==> config.mk <==
export PLATFORM = sky130hd
export DESIGN_NAME = dcache_nway
export DESIGN_NICKNAME = d
export VERILOG_FILES = /design/src/rtl/cpu_types_pkg.sv /design/src/rtl/dcache_lru.sv /design/src/rtl/dcache_nway.sv
export SDC_FILE = /design/constraint.sdc
export NUM_CORES = 2
export LEC_CHECK = 0
export BUFFER_PORTS_ARGS = -buffer_cell sky130_fd_sc_hd__buf_2
export CAP_MARGIN = 20
export CORE_MARGIN = 10
export CORE_UTILIZATION = 55
export CTS_CLUSTER_SIZE = 30
export DETAILED_ROUTE_END_ITERATION = 6
export PLACE_DENSITY_LB_ADDON = 0.05
export SYNTH_ARGS = -nofsm -noshare
export SYNTH_HDL_FRONTEND = slang
export SYNTH_SLANG_ARGS = --single-unit
==> constraint.sdc <==
create_clock -name CLK -period 15.2 [get_ports CLK]
set_clock_uncertainty 0.05 [all_clocks]
set_input_delay 3.8 -clock CLK [delete_from_list [all_inputs] [get_ports CLK]]
set_output_delay 3.8 -clock CLK [all_outputs]
set_load 0.01 [all_outputs]
==> src/rtl/cpu_types_pkg.sv <==
// Shared cache types: controller states, word type, default geometry.
// Pure declarations, no logic, so no latency.
// Not applicable: this file carries no flow control.
package cpu_types_pkg;

  typedef logic [31:0] word_t;

  typedef enum logic [2:0] {IDLE, WB, FETCH, FLUSH, DONE} dcache_state_t;

  localparam int DCACHE_WAYS  = 2;
  localparam int DCACHE_SETS  = 8;
  localparam int DCACHE_WORDS = 2;

  // Width of a field able to hold 0..n-1.
  // Never returns zero, so a one-entry dimension still gets a legal vector.
  function automatic int bits_min1(input int n);
    return (n > 1) ? $clog2(n) : 1;
  endfunction

endpackage

==> src/rtl/dcache_lru.sv <==
// Per-set age-based LRU. Age 0 is most recent and WAYS-1 is least recent.
// Victim is combinational from query_set and valid_vec; a touch updates ages on the next edge.
// No backpressure: a touch is accepted on every cycle that touch_en is high.
module dcache_lru
  import cpu_types_pkg::*;
#(
  parameter int WAYS = DCACHE_WAYS,
  parameter int SETS = DCACHE_SETS,
  localparam int WAY_W = bits_min1(WAYS),
  localparam int IDX_W = bits_min1(SETS)
) (
  input  logic             clk,
  input  logic             nrst,
  input  logic             touch_en,
  input  logic [IDX_W-1:0] touch_set,
  input  logic [WAY_W-1:0] touch_way,
  input  logic [IDX_W-1:0] query_set,
  input  logic [WAYS-1:0]  valid_vec,
  output logic [WAY_W-1:0] victim_way
);

  logic [WAY_W-1:0] ages [SETS][WAYS];
  logic [WAY_W-1:0] best_age;
  logic             found;

  // Touched way becomes youngest; ways younger than it each age by one.
  always_ff @(posedge clk) begin
    if (!nrst) begin
      for (int s = 0; s < SETS; s++)
        for (int w = 0; w < WAYS; w++)
          ages[s][w] <= WAY_W'(w);
    end else if (touch_en) begin
      for (int w = 0; w < WAYS; w++) begin
        if (WAY_W'(w) == touch_way)
          ages[touch_set][w] <= '0;
        else if (ages[touch_set][w] < ages[touch_set][touch_way])
          ages[touch_set][w] <= ages[touch_set][w] + 1'b1;
      end
    end
  end

  // Victim selection: the lowest invalid way, otherwise the oldest way.
  always_comb begin
    victim_way = '0;
    found      = 1'b0;
    best_age   = '0;
    for (int w = 0; w < WAYS; w++) begin
      if (!valid_vec[w] && !found) begin
        victim_way = WAY_W'(w);
        found      = 1'b1;
      end
    end
    if (!found) begin
      for (int w = 0; w < WAYS; w++) begin
        if (ages[query_set][w] > best_age) begin
          best_age   = ages[query_set][w];
          victim_way = WAY_W'(w);
        end
      end
    end
  end

endmodule

==> src/rtl/dcache_nway.sv <==
// N-way set-associative write-back data cache with LRU, LL/SC link register and halt-time flush.
// Hit: dhit in the same cycle. Miss: 1 + (write-back) + fetch transfers + 1 cycles.
// Memory backpressure via dwait stalls each word; the datapath holds its request until dhit.
module dcache_nway
  import cpu_types_pkg::*;
#(
  parameter int WAYS  = DCACHE_WAYS,
  parameter int SETS  = DCACHE_SETS,
  parameter int WORDS = DCACHE_WORDS
) (
  input  logic        CLK,
  input  logic        nRST,
  input  logic        halt,
  input  logic        dmemREN,
  input  logic        dmemWEN,
  input  logic        datomic,
  input  logic [31:0] dmemaddr,
  input  logic [31:0] dmemstore,
  output logic        dhit,
  output logic [31:0] dmemload,
  output logic        flushed,
  output logic        dREN,
  output logic        dWEN,
  output logic [31:0] daddr,
  output logic [31:0] dstore,
  input  logic [31:0] dload,
  input  logic        dwait
);

  localparam int OFF_W  = $clog2(WORDS);
  localparam int IDX_W  = $clog2(SETS);
  localparam int DTAG_W = 30 - OFF_W - IDX_W;
  localparam int OFF_B  = bits_min1(WORDS);
  localparam int WAY_W  = bits_min1(WAYS);

  typedef struct packed {
    logic                    valid;
    logic                    dirty;
    logic [DTAG_W-1:0]       tag;
    word_t [WORDS-1:0]       data;
  } dcache_frame_t;

  dcache_state_t state, next_state;
  dcache_frame_t frames [SETS][WAYS];
  dcache_frame_t fent, mframe;

  logic [OFF_B-1:0]  wcnt;
  logic [IDX_W-1:0]  fset;
  logic [WAY_W-1:0]  fway, miss_way, hit_way, victim_way, touch_way;
  logic              link_vld;
  logic [31:0]       link_addr;

  logic [DTAG_W-1:0] req_tag;
  logic [IDX_W-1:0]  req_idx;
  logic [OFF_B-1:0]  req_off;
  logic [WAYS-1:0]   valid_vec;
  logic              tag_hit, req, sc_op, link_match, sc_fail;
  logic              wr_hit, fill_done, touch_en, wlast, flast;

  // Memory word address of word o of block (tag t, index i).
  function automatic logic [31:0] blk_addr(input logic [DTAG_W-1:0] t,
                                           input logic [IDX_W-1:0]  i,
                                           input logic [OFF_B-1:0]  o);
    logic [31:0] a;
    a = '0;
    a[31 -: DTAG_W]      = t;
    a[2+OFF_W +: IDX_W]  = i;
    if (WORDS > 1) a[2 +: OFF_B] = o;
    return a;
  endfunction

  assign req_tag    = dmemaddr[31 -: DTAG_W];
  assign req_idx    = dmemaddr[2+OFF_W +: IDX_W];
  assign req_off    = OFF_B'((dmemaddr >> 2) & 32'(WORDS - 1));
  assign req        = dmemREN | dmemWEN;
  assign sc_op      = datomic & dmemWEN;
  assign link_match = link_vld & (link_addr == dmemaddr);
  assign sc_fail    = sc_op & ~link_match;
  assign wr_hit     = dhit & dmemWEN & ~sc_fail;
  assign wlast      = (wcnt == OFF_B'(WORDS - 1));
  assign flast      = (fset == IDX_W'(SETS - 1)) && (fway == WAY_W'(WAYS - 1));
  assign fill_done  = (state == FETCH) & ~dwait & wlast;
  assign touch_en   = (dhit & ~sc_fail) | fill_done;
  assign touch_way  = fill_done ? miss_way : hit_way;
  assign fent       = frames[fset][fway];
  assign mframe     = frames[req_idx][miss_way];

  dcache_lru #(.WAYS(WAYS), .SETS(SETS)) u_lru (
    .clk        (CLK),
    .nrst       (nRST),
    .touch_en   (touch_en),
    .touch_set  (req_idx),
    .touch_way  (touch_way),
    .query_set  (req_idx),
    .valid_vec  (valid_vec),
    .victim_way (victim_way)
  );

  // Tag compare across the ways of the addressed set; lowest matching way wins.
  always_comb begin
    tag_hit   = 1'b0;
    hit_way   = '0;
    valid_vec = '0;
    for (int w = 0; w < WAYS; w++) begin
      valid_vec[w] = frames[req_idx][w].valid;
      if (!tag_hit && frames[req_idx][w].valid && frames[req_idx][w].tag == req_tag) begin
        tag_hit = 1'b1;
        hit_way = WAY_W'(w);
      end
    end
  end

  // Controller state register.
  always_ff @(posedge CLK) begin
    if (!nRST) state <= IDLE;
    else       state <= next_state;
  end

  // Next-state and port outputs; memory ports stay quiet outside WB/FETCH/FLUSH.
  always_comb begin
    next_state = state;
    dhit       = 1'b0;
    dmemload   = '0;
    flushed    = 1'b0;
    dREN       = 1'b0;
    dWEN       = 1'b0;
    daddr      = '0;
    dstore     = '0;
    case (state)
      IDLE: begin
        if (req) begin
          // A failing SC completes immediately and never goes to memory.
          if (sc_fail || tag_hit) begin
            dhit = 1'b1;
            if (sc_op)        dmemload = {31'b0, ~sc_fail};
            else if (dmemREN) dmemload = frames[req_idx][hit_way].data[req_off];
          end else if (frames[req_idx][victim_way].dirty) begin
            next_state = WB;
          end else begin
            next_state = FETCH;
          end
        end else if (halt) begin
          next_state = FLUSH;
        end
      end
      WB: begin
        dWEN   = 1'b1;
        daddr  = blk_addr(mframe.tag, req_idx, wcnt);
        dstore = mframe.data[wcnt];
        if (!dwait && wlast) next_state = FETCH;
      end
      FETCH: begin
        dREN  = 1'b1;
        daddr = blk_addr(req_tag, req_idx, wcnt);
        if (!dwait && wlast) next_state = IDLE;
      end
      FLUSH: begin
        if (fent.dirty) begin
          dWEN   = 1'b1;
          daddr  = blk_addr(fent.tag, fset, wcnt);
          dstore = fent.data[wcnt];
          if (!dwait && wlast && flast) next_state = DONE;
        end else if (flast) begin
          next_state = DONE;
        end
      end
      DONE:    flushed = 1'b1;
      default: next_state = IDLE;
    endcase
  end

  // Frame array, word counter, flush walker and link register updates.
  always_ff @(posedge CLK) begin
    if (!nRST) begin
      for (int s = 0; s < SETS; s++)
        for (int w = 0; w < WAYS; w++)
          frames[s][w] <= '0;
      wcnt      <= '0;
      fset      <= '0;
      fway      <= '0;
      miss_way  <= '0;
      link_vld  <= 1'b0;
      link_addr <= '0;
    end else begin
      case (state)
        IDLE: begin
          if (dhit) begin
            if (wr_hit) begin
              frames[req_idx][hit_way].data[req_off] <= dmemstore;
              frames[req_idx][hit_way].dirty         <= 1'b1;
              if (link_match) link_vld <= 1'b0;
            end
            if (sc_op) link_vld <= 1'b0;
            if (dmemREN && datomic) begin
              link_vld  <= 1'b1;
              link_addr <= dmemaddr;
            end
          end else if (req) begin
            miss_way <= victim_way;
            wcnt     <= '0;
          end else if (halt) begin
            fset <= '0;
            fway <= '0;
            wcnt <= '0;
          end
        end
        WB: begin
          if (!dwait) wcnt <= wlast ? '0 : wcnt + 1'b1;
        end
        FETCH: begin
          if (!dwait) begin
            frames[req_idx][miss_way].data[wcnt] <= dload;
            wcnt <= wlast ? '0 : wcnt + 1'b1;
            if (wlast) begin
              frames[req_idx][miss_way].valid <= 1'b1;
              frames[req_idx][miss_way].dirty <= 1'b0;
              frames[req_idx][miss_way].tag   <= req_tag;
            end
          end
        end
        FLUSH: begin
          // Advance to the next (set,way) once an entry is clean or fully written.
          if (!fent.dirty || (!dwait && wlast)) begin
            if (fent.dirty) frames[fset][fway].dirty <= 1'b0;
            wcnt <= '0;
            if (fway == WAY_W'(WAYS - 1)) begin
              fway <= '0;
              fset <= fset + 1'b1;
            end else begin
              fway <= fway + 1'b1;
            end
          end else if (!dwait) begin
            wcnt <= wcnt + 1'b1;
          end
        end
        default: ;
      endcase
    end
  end

endmodule

==> results.sh <==
export IMPL_drc=8
export IMPL_ys_flop_type="edfxtp_1"
export IMPL_clkSlewWorstSetupHoldPaths_ns=0.06
export IMPL_overflow=0
export IMPL_cap_violations=0
export IMPL_multi_input_area_um2=33870
export IMPL_via_per_inst=7.537
export IMPL_synthArstFlopShare_pct=0
export IMPL_cp_end_kind="primary output"
export IMPL_area_growth_pct=10.06
export IMPL_grt_util_met2_pct=60.01
export IMPL_fin_ws_ns=1.477
export IMPL_dp_hpwl_um=199800
export IMPL_finalCritPeriodShare_pct=90.28
export IMPL_dr_first_iter_drc_count=10290
export IMPL_final_hold_viol_count=0
export IMPL_synth_edff_count=1487
export IMPL_power_leakage_nw=31.91
export IMPL_clock_path_buffers=3
export IMPL_cts_made_buffers=167
export IMPL_ctsHoldBuffers=0
export IMPL_critPathKind="in -> out"
export IMPL_min_period_ns=13.72
export IMPL_antenna_left=0
export IMPL_status="finished, violations left"
export IMPL_p_per_area_nw_per_um2=114.8
export IMPL_synth_avg_cell_area_um2=13.01
export IMPL_seq_power_share_pct=47.5
export IMPL_violations="DRC"
export IMPL_busiest_layer="met2"
export IMPL_place_congestion=0.9406
export IMPL_fill_cells=11560
export IMPL_ys_ff_latch=1533
export IMPL_wl_um=337900
export IMPL_vdd_drop_max_mv=0.1110
export IMPL_wl_per_cell_um=40.86
export IMPL_synth_area_um2=81520
export IMPL_place_ws_ns=1.743
export IMPL_hold_class="reg -> reg"
export IMPL_required_ns=11.35
export IMPL_fp_row_count=141
export IMPL_grt_max_degree=219
export IMPL_netSwitchingFraction_pct=28.01
export IMPL_die_h_um=405.0
export IMPL_core_area_um2=147500
export IMPL_portBuffers=200
export IMPL_dr_pass1_iters=7
export IMPL_synth_commonest_cells="1487 x edfxtp_1, 1232 x nor2_1, 563 x mux4_2"
export IMPL_clock_latency_ns=0.84
export IMPL_setup_violations=0
export IMPL_antenna_found_initial=17
export IMPL_clock_sinks=1533
export IMPL_root_buffer="clkbuf_16"
export IMPL_syn_inst=6266
export IMPL_grtUsageMet1_pct=49.85
export IMPL_worstSetupStartpointType="input pin"
export IMPL_power_frac_comb_pct=14.2
export IMPL_postCtsSetupRepairBufs=0
export IMPL_die_width_um=405.0
export IMPL_pwr_share_clk_pct=38.3
export IMPL_grt_use_met3_pct=12.01
export IMPL_synth_area_leader_cell="edfxtp_1"
export IMPL_p_int_w=0.007415
export IMPL_cts_resized=0
export IMPL_vias=62330
export IMPL_worstPathMaxFanout=63
export IMPL_die_area_um2=164000
export IMPL_maxSlewHeadroom_pct=3.370
export IMPL_worst_pin_slew_ns=1.449
export IMPL_synth_most_common_cell="edfxtp_1"
export IMPL_power_switching_w=0.002885
export IMPL_ios=203
export IMPL_rsz0062_at_grt="no"
export IMPL_dp_cells=7963
export IMPL_maxSlewViolCount=0
export IMPL_arrival_ns=9.87
export IMPL_grt_pass1_wl_um=467100
export IMPL_yosys_warnings=0
export IMPL_synthTopCellsByArea="edfxtp_1 55%, mux4_2 16%, nor2_1 5.7%"
export IMPL_ys_types=71
export IMPL_initial_core_util_pct=55.27
export IMPL_fin_nets=6308
export IMPL_setup_tns_ns=0
export IMPL_layout_drive_gt1_share_pct=23.19
export IMPL_instances_no_fill=8270
export IMPL_yosysSeqAreaShare_pct=55.90
export IMPL_seq_area_um2=45590
export IMPL_cts_tree="done"
export IMPL_fmax_ghz=0.07287
export IMPL_track_usage_pct=40.43
export IMPL_htree_num_levels=4
export IMPL_grt_pass1_vias=60140
export IMPL_yosysTopAreaCellShare_pct=54.77
-- worst max-delay path: stages --
cell	delay [ns]
buf_8	0.45
buf_4	0.60
and2_1	0.72
a221oi_1	0.20
o22ai_1	0.41
o21ai_0	0.15
nor4_1	0.26
nand4_1	0.44
nor2b_4	0.99
mux2_2	0.31
nor2_1	0.04
a211oi_1	0.99
buf_2	0.31
-- state kept, by name (all words and copies together) (netlist names), named ones only --
signal      flops
link_addr      32
miss_way        1
fway            1
state           3
fset            3
frames       1472
link_vld        1
wcnt            1
u_lru.ages     16
-- final timing paths --
kind | slack, ns | endpoint | cells past startpoint | startpoint
setup / recovery | 1.48 | dmemload[10] | 13 | dmemaddr[4]
hold / removal | 0.43 | link_addr[29] | 2 | link_addr[29]
setup reg to reg | 8.34 | frames[1][137] | 12 | flop
hold reg to reg | 0.43 | link_addr[29] | 2 | link_addr[29]
-- metal layers --
metal  part of all wire (%)  wire length, µm
met5                  0.040              136
met2                     44           147800
met1                     32           109100
met4                    9.4            31850
met3                     15            49040
-- power groups by stage --
stage | clock [W] | combinational (W) | sequential (W)
3_5_place_dp | 0 | 0.00140 | 0.00498
4_1_cts | 0.00393 | 0.00140 | 0.00489
6_report | 0.00394 | 0.00146 | 0.00489
5_1_grt | 0.00410 | 0.00148 | 0.00491
3_3_place_gp | 0 | 0.00139 | 0.00497
2_1_floorplan | 0 | 0.000792 | 0.00492
-- cell families (layout without fill, tap and decap cells) --
logic type | after synthesis | count (layout) | synth area share [%]
and+or+nand+nor | 2156 | 2156 | 11.72
DFF | 1533 | 1533 | 55.90
muxes | 997 | 997 | 21.12
AOI/OAI and AO/OA | 862 | 862 | 7.244
buffers and inverters | 646 | 713 | 3.242
xor gates and xnor gates | 69 | 69 | 0.7413
adders and majority gates | 2 | 2 | 0.03069
other | 1 | 8 | 0.004600
-- layout by cell type, fill, tap and decap left out, drive strengths merged, types with 20 or more instances in the layout --
cell type / synthesis / routed
dfxtp: 46 / 46
a221oi: 139 / 139
nand2: 265 / 265
and3: 345 / 345
nand3: 87 / 87
a21oi: 162 / 162
a22o: 33 / 33
edfxtp: 1487 / 1487
mux2i: 281 / 281
o22ai: 92 / 92
xnor2: 45 / 45
mux2: 153 / 153
xor2: 24 / 24
inv: 19 / 23
nand4: 20 / 20
clkbuf: 418 / 222
o21ai: 142 / 142
mux4: 563 / 563
nor3: 123 / 123
clkinv: 5 / 74
nor2: 1233 / 1233
a22oi: 194 / 194
buf: 204 / 388
-- cell type report --
type,count,share of cell area (%)
Tap cell,1930,2.691
Timing Repair Buffer,389,2.878
Antenna cell,6,0.01673
Sequential cell,1533,50.82
Clock inverter,79,0.7224
Multi-Input combinational cell,4088,37.75
Inverter,24,0.1046
Clock buffer,221,5.022
-- metrics by stage --
stage | total power (W) | util (%) | hold slack [ns] | cell area, µm²
finish | 0.01030 | 60.83 | 0.4320 | 89720
global route | 0.01048 | 60.82 | 0.4593 | 89710
CTS | 0.01023 | 60.80 | 0.4345 | 89680
detailed placement | 0.006375 | 57.31 | 0.4266 | 84520
global placement | 0.006364 | 57.29 | 0.4197 | 84500
floorplan | 0.005713 | - | 0.3866 | 81520
No activity file was read; power rests on OpenSTA's default activity.
